==> config.mk <==
export PLATFORM = sky130hd
export DESIGN_NAME = mv_select
export DESIGN_NICKNAME = d
export VERILOG_FILES = /design/src/rtl/fsbm_pkg.sv /design/src/rtl/argmin_row.sv /design/src/rtl/mv_select.sv
export SDC_FILE = /design/constraint.sdc
export NUM_CORES = 1
export LEC_CHECK = 0
export ABC_AREA = 0
export CORE_MARGIN = 1
export CORE_UTILIZATION = 53
export CTS_BUF_LIST = sky130_fd_sc_hd__clkbuf_8
export CTS_CLUSTER_DIAMETER = 30
export DETAILED_ROUTE_END_ITERATION = 16
export PLACE_DENSITY = 0.84
export SETUP_SLACK_MARGIN = 0.5
export SLEW_MARGIN = 20
export SYNTH_ARGS = -nofsm -noshare
export SYNTH_HDL_FRONTEND = slang
export SYNTH_SLANG_ARGS = --single-unit
==> constraint.sdc <==
create_clock -name clk -period 4.1 [get_ports clk]
set_clock_uncertainty 0.2 [all_clocks]
set_input_delay 0.82 -clock clk [delete_from_list [all_inputs] [get_ports clk]]
set_output_delay 0.82 -clock clk [all_outputs]
set_load 0.02 [all_outputs]
==> src/rtl/fsbm_pkg.sv <==
// Shared definitions for the motion-vector selection block: FSM states,
// default geometry of the search window and a constant-foldable clog2.
package fsbm_pkg;

    typedef enum logic [1:0] {
        ST_IDLE  = 2'd0,
        ST_ACCUM = 2'd1,
        ST_FLUSH = 2'd2,
        ST_DONE  = 2'd3
    } fsbm_state_e;

    localparam int DEF_NUM_CAND = 16;
    localparam int DEF_NUM_ROWS = 16;
    localparam int DEF_SAD_W    = 12;

    // Ceiling log2; used to size index fields from the window geometry.
    function automatic int fsbm_clog2(input int value);
        int result;
        int remaining;
        result    = 0;
        remaining = value - 1;
        while (remaining > 0) begin
            result    = result + 1;
            remaining = remaining >> 1;
        end
        return result;
    endfunction

endpackage

==> src/rtl/argmin_row.sv <==
// Combinational min/argmin over one row of SAD candidates, built as a
// balanced binary tree. On equal values the left (lower-index) operand is
// kept at every node, so the lowest candidate index wins overall.
module argmin_row
    import fsbm_pkg::*;
#(
    parameter int NUM_CAND = DEF_NUM_CAND,
    parameter int SAD_W    = DEF_SAD_W
) (
    input  logic [NUM_CAND*SAD_W-1:0]        sad_row_i,
    output logic [SAD_W-1:0]                 min_o,
    output logic [fsbm_clog2(NUM_CAND)-1:0]  idx_o
);

    localparam int IDX_W = fsbm_clog2(NUM_CAND);
    localparam int LV    = fsbm_clog2(NUM_CAND);

    genvar l, n;
    for (l = 0; l < LV; l++) begin : g_lvl
        localparam int CNT = NUM_CAND >> (l + 1);
        logic [CNT*SAD_W-1:0] v_s;
        logic [CNT*IDX_W-1:0] i_s;
        for (n = 0; n < CNT; n++) begin : g_node
            logic [SAD_W-1:0] a_v_s;
            logic [SAD_W-1:0] b_v_s;
            logic [IDX_W-1:0] a_i_s;
            logic [IDX_W-1:0] b_i_s;
            if (l == 0) begin : g_leaf
                assign a_v_s = sad_row_i[(2*n)*SAD_W +: SAD_W];
                assign b_v_s = sad_row_i[(2*n+1)*SAD_W +: SAD_W];
                assign a_i_s = IDX_W'(2*n);
                assign b_i_s = IDX_W'(2*n+1);
            end else begin : g_inner
                assign a_v_s = g_lvl[l-1].v_s[(2*n)*SAD_W +: SAD_W];
                assign b_v_s = g_lvl[l-1].v_s[(2*n+1)*SAD_W +: SAD_W];
                assign a_i_s = g_lvl[l-1].i_s[(2*n)*IDX_W +: IDX_W];
                assign b_i_s = g_lvl[l-1].i_s[(2*n+1)*IDX_W +: IDX_W];
            end
            // Right operand only wins when strictly smaller: ties keep the lower index.
            assign v_s[n*SAD_W +: SAD_W] = (b_v_s < a_v_s) ? b_v_s : a_v_s;
            assign i_s[n*IDX_W +: IDX_W] = (b_v_s < a_v_s) ? b_i_s : a_i_s;
        end
    end

    assign min_o = g_lvl[LV-1].v_s;
    assign idx_o = g_lvl[LV-1].i_s;

endmodule

==> src/rtl/mv_select.sv <==
// Motion-vector selection: accepts one row of SADs per beat, reduces each
// row to its minimum (stage 1), merges it into a running window minimum
// (stage 2) and presents {mad, mvx, mvy} once the whole window is merged.
module mv_select
    import fsbm_pkg::*;
#(
    parameter int NUM_CAND = DEF_NUM_CAND,
    parameter int NUM_ROWS = DEF_NUM_ROWS,
    parameter int SAD_W    = DEF_SAD_W
) (
    input  logic                             clk,
    input  logic                             rst_n,
    input  logic                             start,
    input  logic                             in_valid,
    output logic                             in_ready,
    input  logic [NUM_CAND*SAD_W-1:0]        sum_row,
    output logic                             out_valid,
    input  logic                             out_ready,
    output logic [SAD_W-1:0]                 out_mad,
    output logic [fsbm_clog2(NUM_CAND)-1:0]  out_mvx,
    output logic [fsbm_clog2(NUM_ROWS)-1:0]  out_mvy
);

    localparam int MVX_W = fsbm_clog2(NUM_CAND);
    localparam int MVY_W = fsbm_clog2(NUM_ROWS);
    localparam logic [MVY_W-1:0] LAST_ROW = MVY_W'(NUM_ROWS - 1);
    localparam logic [SAD_W-1:0] SAD_MAX  = {SAD_W{1'b1}};

    fsbm_state_e       state_q,     state_d;
    logic [MVY_W-1:0]  row_cnt_q,   row_cnt_d;
    logic              in_ready_q,  in_ready_d;
    logic              s1_valid_q,  s1_valid_d;
    logic [SAD_W-1:0]  s1_min_q,    s1_min_d;
    logic [MVX_W-1:0]  s1_idx_q,    s1_idx_d;
    logic [MVY_W-1:0]  s1_row_q,    s1_row_d;
    logic [SAD_W-1:0]  run_mad_q,   run_mad_d;
    logic [MVX_W-1:0]  run_mvx_q,   run_mvx_d;
    logic [MVY_W-1:0]  run_mvy_q,   run_mvy_d;
    logic              out_valid_q, out_valid_d;
    logic [SAD_W-1:0]  out_mad_q,   out_mad_d;
    logic [MVX_W-1:0]  out_mvx_q,   out_mvx_d;
    logic [MVY_W-1:0]  out_mvy_q,   out_mvy_d;

    logic [SAD_W-1:0]  row_min_s;
    logic [MVX_W-1:0]  row_idx_s;
    logic              accept_s;
    logic              merge_s;

    argmin_row #(
        .NUM_CAND (NUM_CAND),
        .SAD_W    (SAD_W)
    ) u_argmin_row (
        .sad_row_i (sum_row),
        .min_o     (row_min_s),
        .idx_o     (row_idx_s)
    );

    assign accept_s = in_valid && in_ready_q && (state_q == ST_ACCUM);
    // Strictly-less merge: an equal later row never displaces an earlier one.
    assign merge_s  = s1_valid_q && (s1_min_q < run_mad_q);

    // Next-state logic for the control FSM and both pipeline stages.
    always_comb begin
        state_d     = state_q;
        row_cnt_d   = row_cnt_q;
        in_ready_d  = in_ready_q;
        s1_valid_d  = 1'b0;
        s1_min_d    = s1_min_q;
        s1_idx_d    = s1_idx_q;
        s1_row_d    = s1_row_q;
        run_mad_d   = run_mad_q;
        run_mvx_d   = run_mvx_q;
        run_mvy_d   = run_mvy_q;
        out_valid_d = out_valid_q;
        out_mad_d   = out_mad_q;
        out_mvx_d   = out_mvx_q;
        out_mvy_d   = out_mvy_q;

        if (merge_s) begin
            run_mad_d = s1_min_q;
            run_mvx_d = s1_idx_q;
            run_mvy_d = s1_row_q;
        end else begin
            run_mad_d = run_mad_q;
        end

        case (state_q)
            ST_IDLE: begin
                if (start) begin
                    state_d    = ST_ACCUM;
                    row_cnt_d  = {MVY_W{1'b0}};
                    in_ready_d = 1'b1;
                    run_mad_d  = SAD_MAX;
                    run_mvx_d  = {MVX_W{1'b0}};
                    run_mvy_d  = {MVY_W{1'b0}};
                end else begin
                    state_d = ST_IDLE;
                end
            end
            ST_ACCUM: begin
                if (accept_s) begin
                    s1_valid_d = 1'b1;
                    s1_min_d   = row_min_s;
                    s1_idx_d   = row_idx_s;
                    s1_row_d   = row_cnt_q;
                    row_cnt_d  = row_cnt_q + MVY_W'(1);
                    if (row_cnt_q == LAST_ROW) begin
                        state_d    = ST_FLUSH;
                        in_ready_d = 1'b0;
                    end else begin
                        state_d = ST_ACCUM;
                    end
                end else begin
                    state_d = ST_ACCUM;
                end
            end
            ST_FLUSH: begin
                // The final row merges on the first FLUSH edge; publish on the next.
                if (!s1_valid_q) begin
                    state_d     = ST_DONE;
                    out_valid_d = 1'b1;
                    out_mad_d   = run_mad_q;
                    out_mvx_d   = run_mvx_q;
                    out_mvy_d   = run_mvy_q;
                end else begin
                    state_d = ST_FLUSH;
                end
            end
            ST_DONE: begin
                if (out_ready) begin
                    state_d     = ST_IDLE;
                    out_valid_d = 1'b0;
                    out_mad_d   = {SAD_W{1'b0}};
                    out_mvx_d   = {MVX_W{1'b0}};
                    out_mvy_d   = {MVY_W{1'b0}};
                end else begin
                    state_d = ST_DONE;
                end
            end
            default: begin
                state_d     = ST_IDLE;
                in_ready_d  = 1'b0;
                out_valid_d = 1'b0;
                out_mad_d   = {SAD_W{1'b0}};
                out_mvx_d   = {MVX_W{1'b0}};
                out_mvy_d   = {MVY_W{1'b0}};
            end
        endcase
    end

    // State and output registers; reset aborts any window in flight.
    always_ff @(posedge clk or negedge rst_n) begin
        if (!rst_n) begin
            state_q     <= ST_IDLE;
            row_cnt_q   <= {MVY_W{1'b0}};
            in_ready_q  <= 1'b0;
            s1_valid_q  <= 1'b0;
            s1_min_q    <= {SAD_W{1'b0}};
            s1_idx_q    <= {MVX_W{1'b0}};
            s1_row_q    <= {MVY_W{1'b0}};
            run_mad_q   <= SAD_MAX;
            run_mvx_q   <= {MVX_W{1'b0}};
            run_mvy_q   <= {MVY_W{1'b0}};
            out_valid_q <= 1'b0;
            out_mad_q   <= {SAD_W{1'b0}};
            out_mvx_q   <= {MVX_W{1'b0}};
            out_mvy_q   <= {MVY_W{1'b0}};
        end else begin
            state_q     <= state_d;
            row_cnt_q   <= row_cnt_d;
            in_ready_q  <= in_ready_d;
            s1_valid_q  <= s1_valid_d;
            s1_min_q    <= s1_min_d;
            s1_idx_q    <= s1_idx_d;
            s1_row_q    <= s1_row_d;
            run_mad_q   <= run_mad_d;
            run_mvx_q   <= run_mvx_d;
            run_mvy_q   <= run_mvy_d;
            out_valid_q <= out_valid_d;
            out_mad_q   <= out_mad_d;
            out_mvx_q   <= out_mvx_d;
            out_mvy_q   <= out_mvy_d;
        end
    end

    assign in_ready  = in_ready_q;
    assign out_valid = out_valid_q;
    assign out_mad   = out_mad_q;
    assign out_mvx   = out_mvx_q;
    assign out_mvy   = out_mvy_q;

endmodule

==> results.txt, run 1 <==
The die is 136 um tall. Dividing the synthesized area by the synthesized cell count gives 7.91 um2. The number of global-route vias before repair was 17.3k.

The area of the mapped netlist is 9490 um2. The count of input and output buffers is 218. Total of warnings raised by yosys: 0. The flow did not finish. The number of buffers between clock root and the deepest sink is 2, and the synthesized netlist cell count is 1200. The overall fraction of global-route tracks in use was 73.4%; the number of flops mapped to enable cells by yosys was 0. The starting density of the core was 54.5%. The netlist uses 79 different library cells. After floorplanning, the core was divided into 48 placement rows.

For the largest net degree at the start of global routing, the log shows 50. The floorplan step set the die width to 136 um. Yosys instantiated no cell more often than sky130_fd_sc_hd__ha_1. The tree is rooted in a sky130_fd_sc_hd__clkbuf_8. The run gives 102000 um as the first-pass GRT wire length. The HPWL after detailed placement is 26500 um. The synthesized design devotes to its leading area cell type 22.5% of total area. By area the synthesized netlist is led by sky130_fd_sc_hd__ha_1 (23%), sky130_fd_sc_hd__dfrtp_1 (15%), sky130_fd_sc_hd__mux2i_1 (10%). Last stage reached: 5_1_grt. Of all cell types, the one taking the most synthesized area is sky130_fd_sc_hd__ha_1. The total overflow left after global routing is 124. For the count of H-tree levels built during CTS, the log shows 3. The tool reported: "[ERROR GRT-0116] Global routing finished with congestion. Check the congestion regions in the DRC Viewer".

During I/O placement, the number of pins put on the boundary was 219. For the count of hold-fix buffers inserted at cts, the log shows 0. For this run, the leading register cell type out of synthesis is sky130_fd_sc_hd__dfrtp_1. The fraction of synthesis flops using an asynchronous set or reset pin is 100%, and the synthesis-stage register bit count is 69. For this design, the sink count on the clock tree is 69. Sequential elements use 18.4% of the synthesized area. The tools report the number of clock buffers inserted by TritonCTS as 9.

The run gives 1568 as the synthesized netlist net count. In the synthesized netlist, the cells that appear most often are sky130_fd_sc_hd__ha_1 (171), sky130_fd_sc_hd__inv_1 (161), sky130_fd_sc_hd__nor2_1 (111), sky130_fd_sc_hd__a21oi_1 (103), sky130_fd_sc_hd__nand2_1 (101). At the end of routability-driven placement, the weighted congestion stood at 0.943.
-- cells by family after synthesis --
family	share of synthesized area [%]
AND/OR/NAND/NOR	15.2
XOR/XNOR	0.185
multiplexers	12.1
flip-flops	18.4
AO/OA/AOI/OAI	23.4
buffers and inverters	8.20
adder cells (fa/ha/maj)	22.5
-- stage by stage --
step                instances  setup slack [ns]  cell area (um2)  TNS, ns  hold slack [ns]
CTS                      2046             -4.00            16800   -63.17            0.303
global placement         1940             -4.66            14500   -73.96            0.264
detailed placement       1940             -5.08            14500   -80.42            0.265
floorplan                1200             -4.14             9780   -65.65            0.245
-- routing by layer --
metal  global-route usage [%]  overflow
met4                     81.1        52
met5                     9.17         0
met3                     51.1         0
met2                     96.8        71
met1                     70.6         1
-- timing repair --
action / CTS
gates resized for setup: 441
gates cloned: 8
endpoints found under the hold margin: 0
setup buffers: 82
pin swaps: 139
endpoints found under the setup margin: 16
==> run 2: changes to the inputs <==
CORE_UTILIZATION = 40   (was 53)
CTS_BUF_LIST = default   (was sky130_fd_sc_hd__clkbuf_8)
CTS_CLUSTER_DIAMETER = default   (was 30)
PLACE_DENSITY = default   (was 0.84)
PLACE_DENSITY_LB_ADDON = 0.15   (was default)
SETUP_SLACK_MARGIN = default   (was 0.5)
==> run 2 against run 1 <==
Effect of this change: the flow now finishes, with violations (setup timing); synthesized cell count did not move; area after synthesis did not move.
==> results.txt, run 2 <==
The run finished, with violations left. The final reports fail on setup timing. The max-cap check violation count was 0; the synthesis-stage register bit count was 69 (unchanged). After synthesis, the largest family of logic cells by area is compound AO/OA/AOI/OAI gates.

The initial antenna violation count is 1, and the DRC marker count from the first detailed-route iteration is 937. After routing, the total negative slack on setup checks comes to -75.95 ns. The final RePlAce weighted congestion is 0.925 (-1.9%), and the arithmetic-cell share of the synthesized area counting full adders, half adders and majority gates is 22.5% (unchanged). The run gives 14800 um2 (+2.1%) as the placement-stage cell area. The number of cells after detailed placement is 2055 (+5.9%), and the critical-path maximum fanout is 8. The core region is 23000 um2. For the worst endpoint required time, the log shows 4.11 ns.

The worst-case IR drop observed on VDD is 555 uV. The final global-route overflow total was 0. The worst setup path is captured at a flop. The portion of netlist area occupied by mux cells is 12.1% (unchanged). Setup violations remaining at the end of the flow were counted as 16. The vertical extent of the die was 156 um (+15%).

In the synthesized netlist the dominant register cell turns out to be sky130_fd_sc_hd__dfrtp_1. The cell accounting for the most synthesized area is sky130_fd_sc_hd__ha_1. Across every metal layer, demand over resource in global routing totals 31.5%.

Number of vias per cell: 5.77. The count of input and output buffers was 218 (unchanged). The share of the synthesized netlist area taken by xor and xnor gates is 0.185% (unchanged). Entering global routing, the biggest net connects 39 pins. In this run the register-to-register setup slack is 0.65 ns. The actual transition at the worst max-transition pin is 0.794 ns, and the count of H-tree levels built during CTS is 3 (unchanged). The number of top-level pins was 219 (unchanged); the number of buffers between clock root and the deepest sink was 2 (unchanged). From synthesis to final layout, the design area changed by 98.3%.

The clock-pin slew on the worst setup and hold paths was 0.06 ns. The cell seen most often among critical-path stages was sky130_fd_sc_hd__a21oi_2. Final instance area: 18800 um2.

The filler-free cell count of the finished design was 2246. TritonCTS built the clock tree. The share of the synthesized area in compound gates (AO/OA/AOI/OAI) was 23.4% (unchanged).

In the routed design, unresolved DRC markers number 0. The final critical delay including setup and external delays came out at 8.91 ns. After detailed routing, the average wire length per cell comes to 20.1 um.

The layout has 1283 filler cells. For the estimated wirelength of the detail-placed design, the log shows 25600 um (-3.6%). On the critical path, the stage with the largest delay is an instance of sky130_fd_sc_hd__a41oi_4.

For the number of detailed-route iterations in the first pass, the log shows 5. Type of the setup path with the least slack: in2reg. The placement-stage worst setup slack was -4.85 ns (+0.234 ns). The count of hold-fix buffers inserted at cts is 0 (unchanged), and the leakage power of the design is 9.13 nW. The total of warnings raised by yosys is 0 (unchanged), and the core utilization of the finished layout is 81.9%. The area share of the largest cell type after synthesis works out to 22.5% (unchanged). At the end of the flow, the number of nets in the layout was 2295. Setup repair after global routing could not meet its margin everywhere.

The top cell types in the final layout, fill and taps aside, are sky130_fd_sc_hd__buf_4 (501), sky130_fd_sc_hd__inv_1 (104), sky130_fd_sc_hd__clkdlybuf4s50_1 (96). The fraction of layout instances using a drive strength above 1 is 51.3%. Endpoint of the lowest-slack register-to-register path: run_mvx_q[0].

For the total number of clock tree sinks, the log shows 69 (unchanged). The final routed wirelength across all metal layers was 45000 um. The most frequent cell after synthesis is sky130_fd_sc_hd__ha_1. For the cell row count, the log shows 55 (+15%). Total power divided by cell area: 509 nW/um2. The area of the mapped netlist was 9490 um2 (unchanged); the synthesized netlist net count was 1568 (unchanged).

In this run the worst hold path is classified as reg2reg. For the number of unique standard cell types used by synthesis, the log shows 79 (unchanged). The fraction of synthesis flops using an asynchronous set or reset pin was 100% (unchanged). Ranked by total cell area, the synthesized netlist is headed by sky130_fd_sc_hd__ha_1 (23%), sky130_fd_sc_hd__dfrtp_1 (15%), sky130_fd_sc_hd__mux2i_1 (10%). The simple-gate area share of the yosys netlist came out at 15.2% (unchanged).

The critical path's largest stage delay was 0.40 ns. For the synthesized netlist cell count, the log shows 1200 (unchanged). The post-route clock period utilization was 217%; the data arrival time of the critical path was 8.92 ns. The first global-routing pass estimated 61500 um of wire. The count of antenna-violating nets left after detailed routing was 0. The commonest cells after synthesis are sky130_fd_sc_hd__ha_1 (171), sky130_fd_sc_hd__inv_1 (161), sky130_fd_sc_hd__nor2_1 (111), sky130_fd_sc_hd__a21oi_1 (103), sky130_fd_sc_hd__nand2_1 (101).

Timing would allow up to 112 MHz. The tools report the die outline area as 24300 um2. Sequential fraction of the synthesis area: 18.4% (unchanged). The tools report the startpoint of the tightest hold check path as s1_row_q[1]. The run gives 46.6% as the headroom to the max-slew limit. The count of cells along the worst register-to-register path was 15.

The number of flops mapped to enable cells by yosys came out at 0 (unchanged). The tools report the number of vias after detailed routing as 13.0k. The average cell area after synthesis is 7.91 um2 (unchanged). The tools report the reg-to-reg critical path startpoint as run_mad_q[1]. The number of global-route vias before repair was 12.7k.

At the later pin of the worst-skew pair, clock insertion delay measures 0.33 ns. The run gives 9 (unchanged) as the number of clock buffers inserted by TritonCTS. The final-report max-slew violation count was 0; the die extent in x was 156 um (+15%).

The worst hold path terminates at s1_row_q[1]. The final count of hold timing violations was 0. The root buffer cell was sky130_fd_sc_hd__clkbuf_16. Along the worst hold path, the cell count comes to 2. The run gives -4.81 ns as the final setup slack of the worst path. STA classifies the critical path startpoint as a primary input.

Leaving out fill and tap cells, the most frequent cell in the layout is sky130_fd_sc_hd__buf_4. The starting density of the core was 41.3% (-13 points).
[run 2: worst max-delay path, delay by kind of cell]
family	cells	cell delay, ns
adders and majority gates	4	1.03
AOI/OAI and AO/OA	16	2.63
muxes	3	0.85
buffers and inverters	12	1.69
and+or+nand+nor	13	1.84
[run 2: timing repair]
item,4_1_cts,5_1_grt
pin swaps,175,73
buffers inserted,153,23
setup endpoints to repair,16,16
gates resized for setup,640,106
cloned,6,0
[run 2: logic make-up (layout without fill, tap and decap cells)]
family / after synthesis / count (layout)
muxes: 113 / 113
other: 0 / 1
AOI/OAI and AO/OA: 329 / 329
DFF: 69 / 69
buffers and inverters: 200 / 931
adders and majority gates: 171 / 171
xor gates and xnor gates: 2 / 2
and+or+nand+nor: 316 / 317
[run 2: cell type report]
class	instances	area, um2	area share, %
Antenna cell	1	2.50	0.0133
Clock buffer	10	229	1.22
Clock inverter	6	47.5	0.253
Inverter	161	622	3.31
Multi-Input combinational cell	932	9480	50.4
Sequential cell	69	1740	9.26
Tap cell	313	392	2.08
Timing Repair Buffer	754	6300	33.5
[run 2: worst max-delay path by stage]
| stage | endpoint | slack (ns) | start | cells after the start |
|---|---|---|---|---|
| 4_1_cts | s1_min_q[8] | -3.76 | sum_row[31] | 44 |
| 3_3_place_gp | s1_min_q[5] | -4.60 | sum_row[121] | 42 |
| 5_1_grt | s1_min_q[1] | -5.01 | sum_row[35] | 51 |
| 2_1_floorplan | s1_idx_q[1] | -4.14 | sum_row[34] | 48 |
| 3_5_place_dp | s1_min_q[4] | -4.85 | sum_row[50] | 46 |
| 6_report | s1_idx_q[2] | -4.81 | sum_row[35] | 48 |
[run 2: power by group]
group / switching (W) / internal [W]
registers: 0.000219 / 0.000979
clock network: 0.000311 / 0.000414
logic: 0.00369 / 0.00397
total: 0.00422 / 0.00537
[run 2: stage by stage]
stage / hold slack (ns) / power, W
CTS: 0.282 / 0.00848
global placement: 0.262 / 0.00593
global route: 0.311 / 0.0101
detailed placement: 0.269 / 0.00608
finish: 0.278 / 0.00959
floorplan: 0.245 / 0.00412
[run 2: layer usage]
| metal | GRT usage, % | vias up | wire (um) |
|---|---|---|---|
| met5 | 0 | - | 61 |
| met4 | 14.1 | 4 | 2980 |
| met3 | 4.67 | 292 | 3270 |
| met2 | 57.2 | 761 | 21900 |
| met1 | 36.2 | 6124 | 16800 |
| li1 | - | 5769 | - |
No activity file was read; power rests on OpenSTA's default activity.
==> run 3: changes to the inputs <==
CORE_UTILIZATION = 52   (was 40)
==> run 3 against run 2 <==
Effect of this change: the run now fails in 5_1_grt; area after synthesis is the same; synthesized cell count unchanged.
==> results.txt, run 3 <==
Number of top-level pins: 219 (unchanged). Dominant combinational cell family by area after synthesis: compound AO/OA/AOI/OAI gates. The estimated wirelength of the detail-placed design is 25500 um (-0.24%). By area the synthesized netlist is led by sky130_fd_sc_hd__ha_1 (23%), sky130_fd_sc_hd__dfrtp_1 (15%), sky130_fd_sc_hd__mux2i_1 (10%). The synthesis-stage register bit count was 69 (unchanged). Last stage reached: 5_1_grt. The simple-gate area share of the yosys netlist was 15.2% (unchanged). The final RePlAce weighted congestion was 0.915 (-1.1%). The average cell area after synthesis was 7.91 um2 (unchanged). The cell accounting for the most synthesized area was sky130_fd_sc_hd__ha_1. The total number of clock tree sinks is 69 (unchanged), and the total of warnings raised by yosys is 0 (unchanged). The sequential fraction of the synthesis area was 18.4% (unchanged).

Once global-route timing repair stopped, the endpoint with the least setup slack was s1_idx_q[2]$_DFFE_PN0P_/D. The portion of netlist area occupied by mux cells came out at 12.1% (unchanged). Cell row count: 49 (-11%). The fraction of synthesis flops using an asynchronous set or reset pin came out at 100% (unchanged).

The vertical extent of the die was 137 um (-12%); the area of the mapped netlist was 9490 um2 (unchanged). The starting density of the core is 53.0% (+12 points), and the area share of the largest cell type after synthesis is 22.5% (unchanged). The count of H-tree levels built during CTS was 3 (unchanged); the number of buffers between clock root and the deepest sink was 2 (unchanged). For the number of unique standard cell types used by synthesis, the log shows 79 (unchanged).

The number of clock buffers inserted by TritonCTS is 9 (unchanged), and the arithmetic-cell share of the synthesized area counting full adders, half adders and majority gates is 22.5% (unchanged). The flow did not finish. The share of the synthesized netlist area taken by xor and xnor gates works out to 0.185% (unchanged). Counting instances in the post-synthesis netlist gives the leading cell types as sky130_fd_sc_hd__ha_1 (171), sky130_fd_sc_hd__inv_1 (161), sky130_fd_sc_hd__nor2_1 (111), sky130_fd_sc_hd__a21oi_1 (103), sky130_fd_sc_hd__nand2_1 (101). The first error in the log reads "[ERROR DPL-0038] Utilization greater than 100%, impossible to legalize".

The synthesized netlist net count came out at 1568 (unchanged). Number of flops mapped to enable cells by yosys: 0 (unchanged). In this run the clock root is driven by a sky130_fd_sc_hd__clkbuf_16.

The share of the synthesized area in compound gates (AO/OA/AOI/OAI) was 23.4% (unchanged). The count of hold-fix buffers inserted at cts came out at 0 (unchanged). The die extent in x came out at 137 um (-12%).

By instance count, the leading cell after synthesis is sky130_fd_sc_hd__ha_1. The predominant post-synthesis flop cell was sky130_fd_sc_hd__dfrtp_1. The largest net degree at the start of global routing was 51. The worst endpoint pin kind was a register data pin.

The synthesized netlist cell count was 1200 (unchanged); the count of input and output buffers was 218 (unchanged).
## run 3: cell counts after synthesis
No cell type changed its count.
## run 3: cell families after synthesis
kind of cell             Yosys count
AO/OA/AOI/OAI                    329
XOR/XNOR                           2
adder cells (fa/ha/maj)          171
buffers and inverters            200
flip-flops                        69
multiplexers                     113
AND/OR/NAND/NOR                  316
## run 3: timing repair
item / in CTS
endpoints found under the hold margin: 0
pin swaps: 77
gates resized for setup: 252
endpoints found under the setup margin: 16
cloned: 6
setup buffers: 61
## run 3: stage by stage
| step | cells | area (um2) | utilization [%] | worst slack [ns] |
|---|---|---|---|---|
| after floorplan | 1200 | 9780 | - | -4.14 |
| after CTS | 2041 | 16400 | 91.6 | -4.14 |
| after detailed placement | 1960 | 14700 | 81.9 | -5.18 |
| after global placement | 1960 | 14700 | 81.9 | -4.79 |
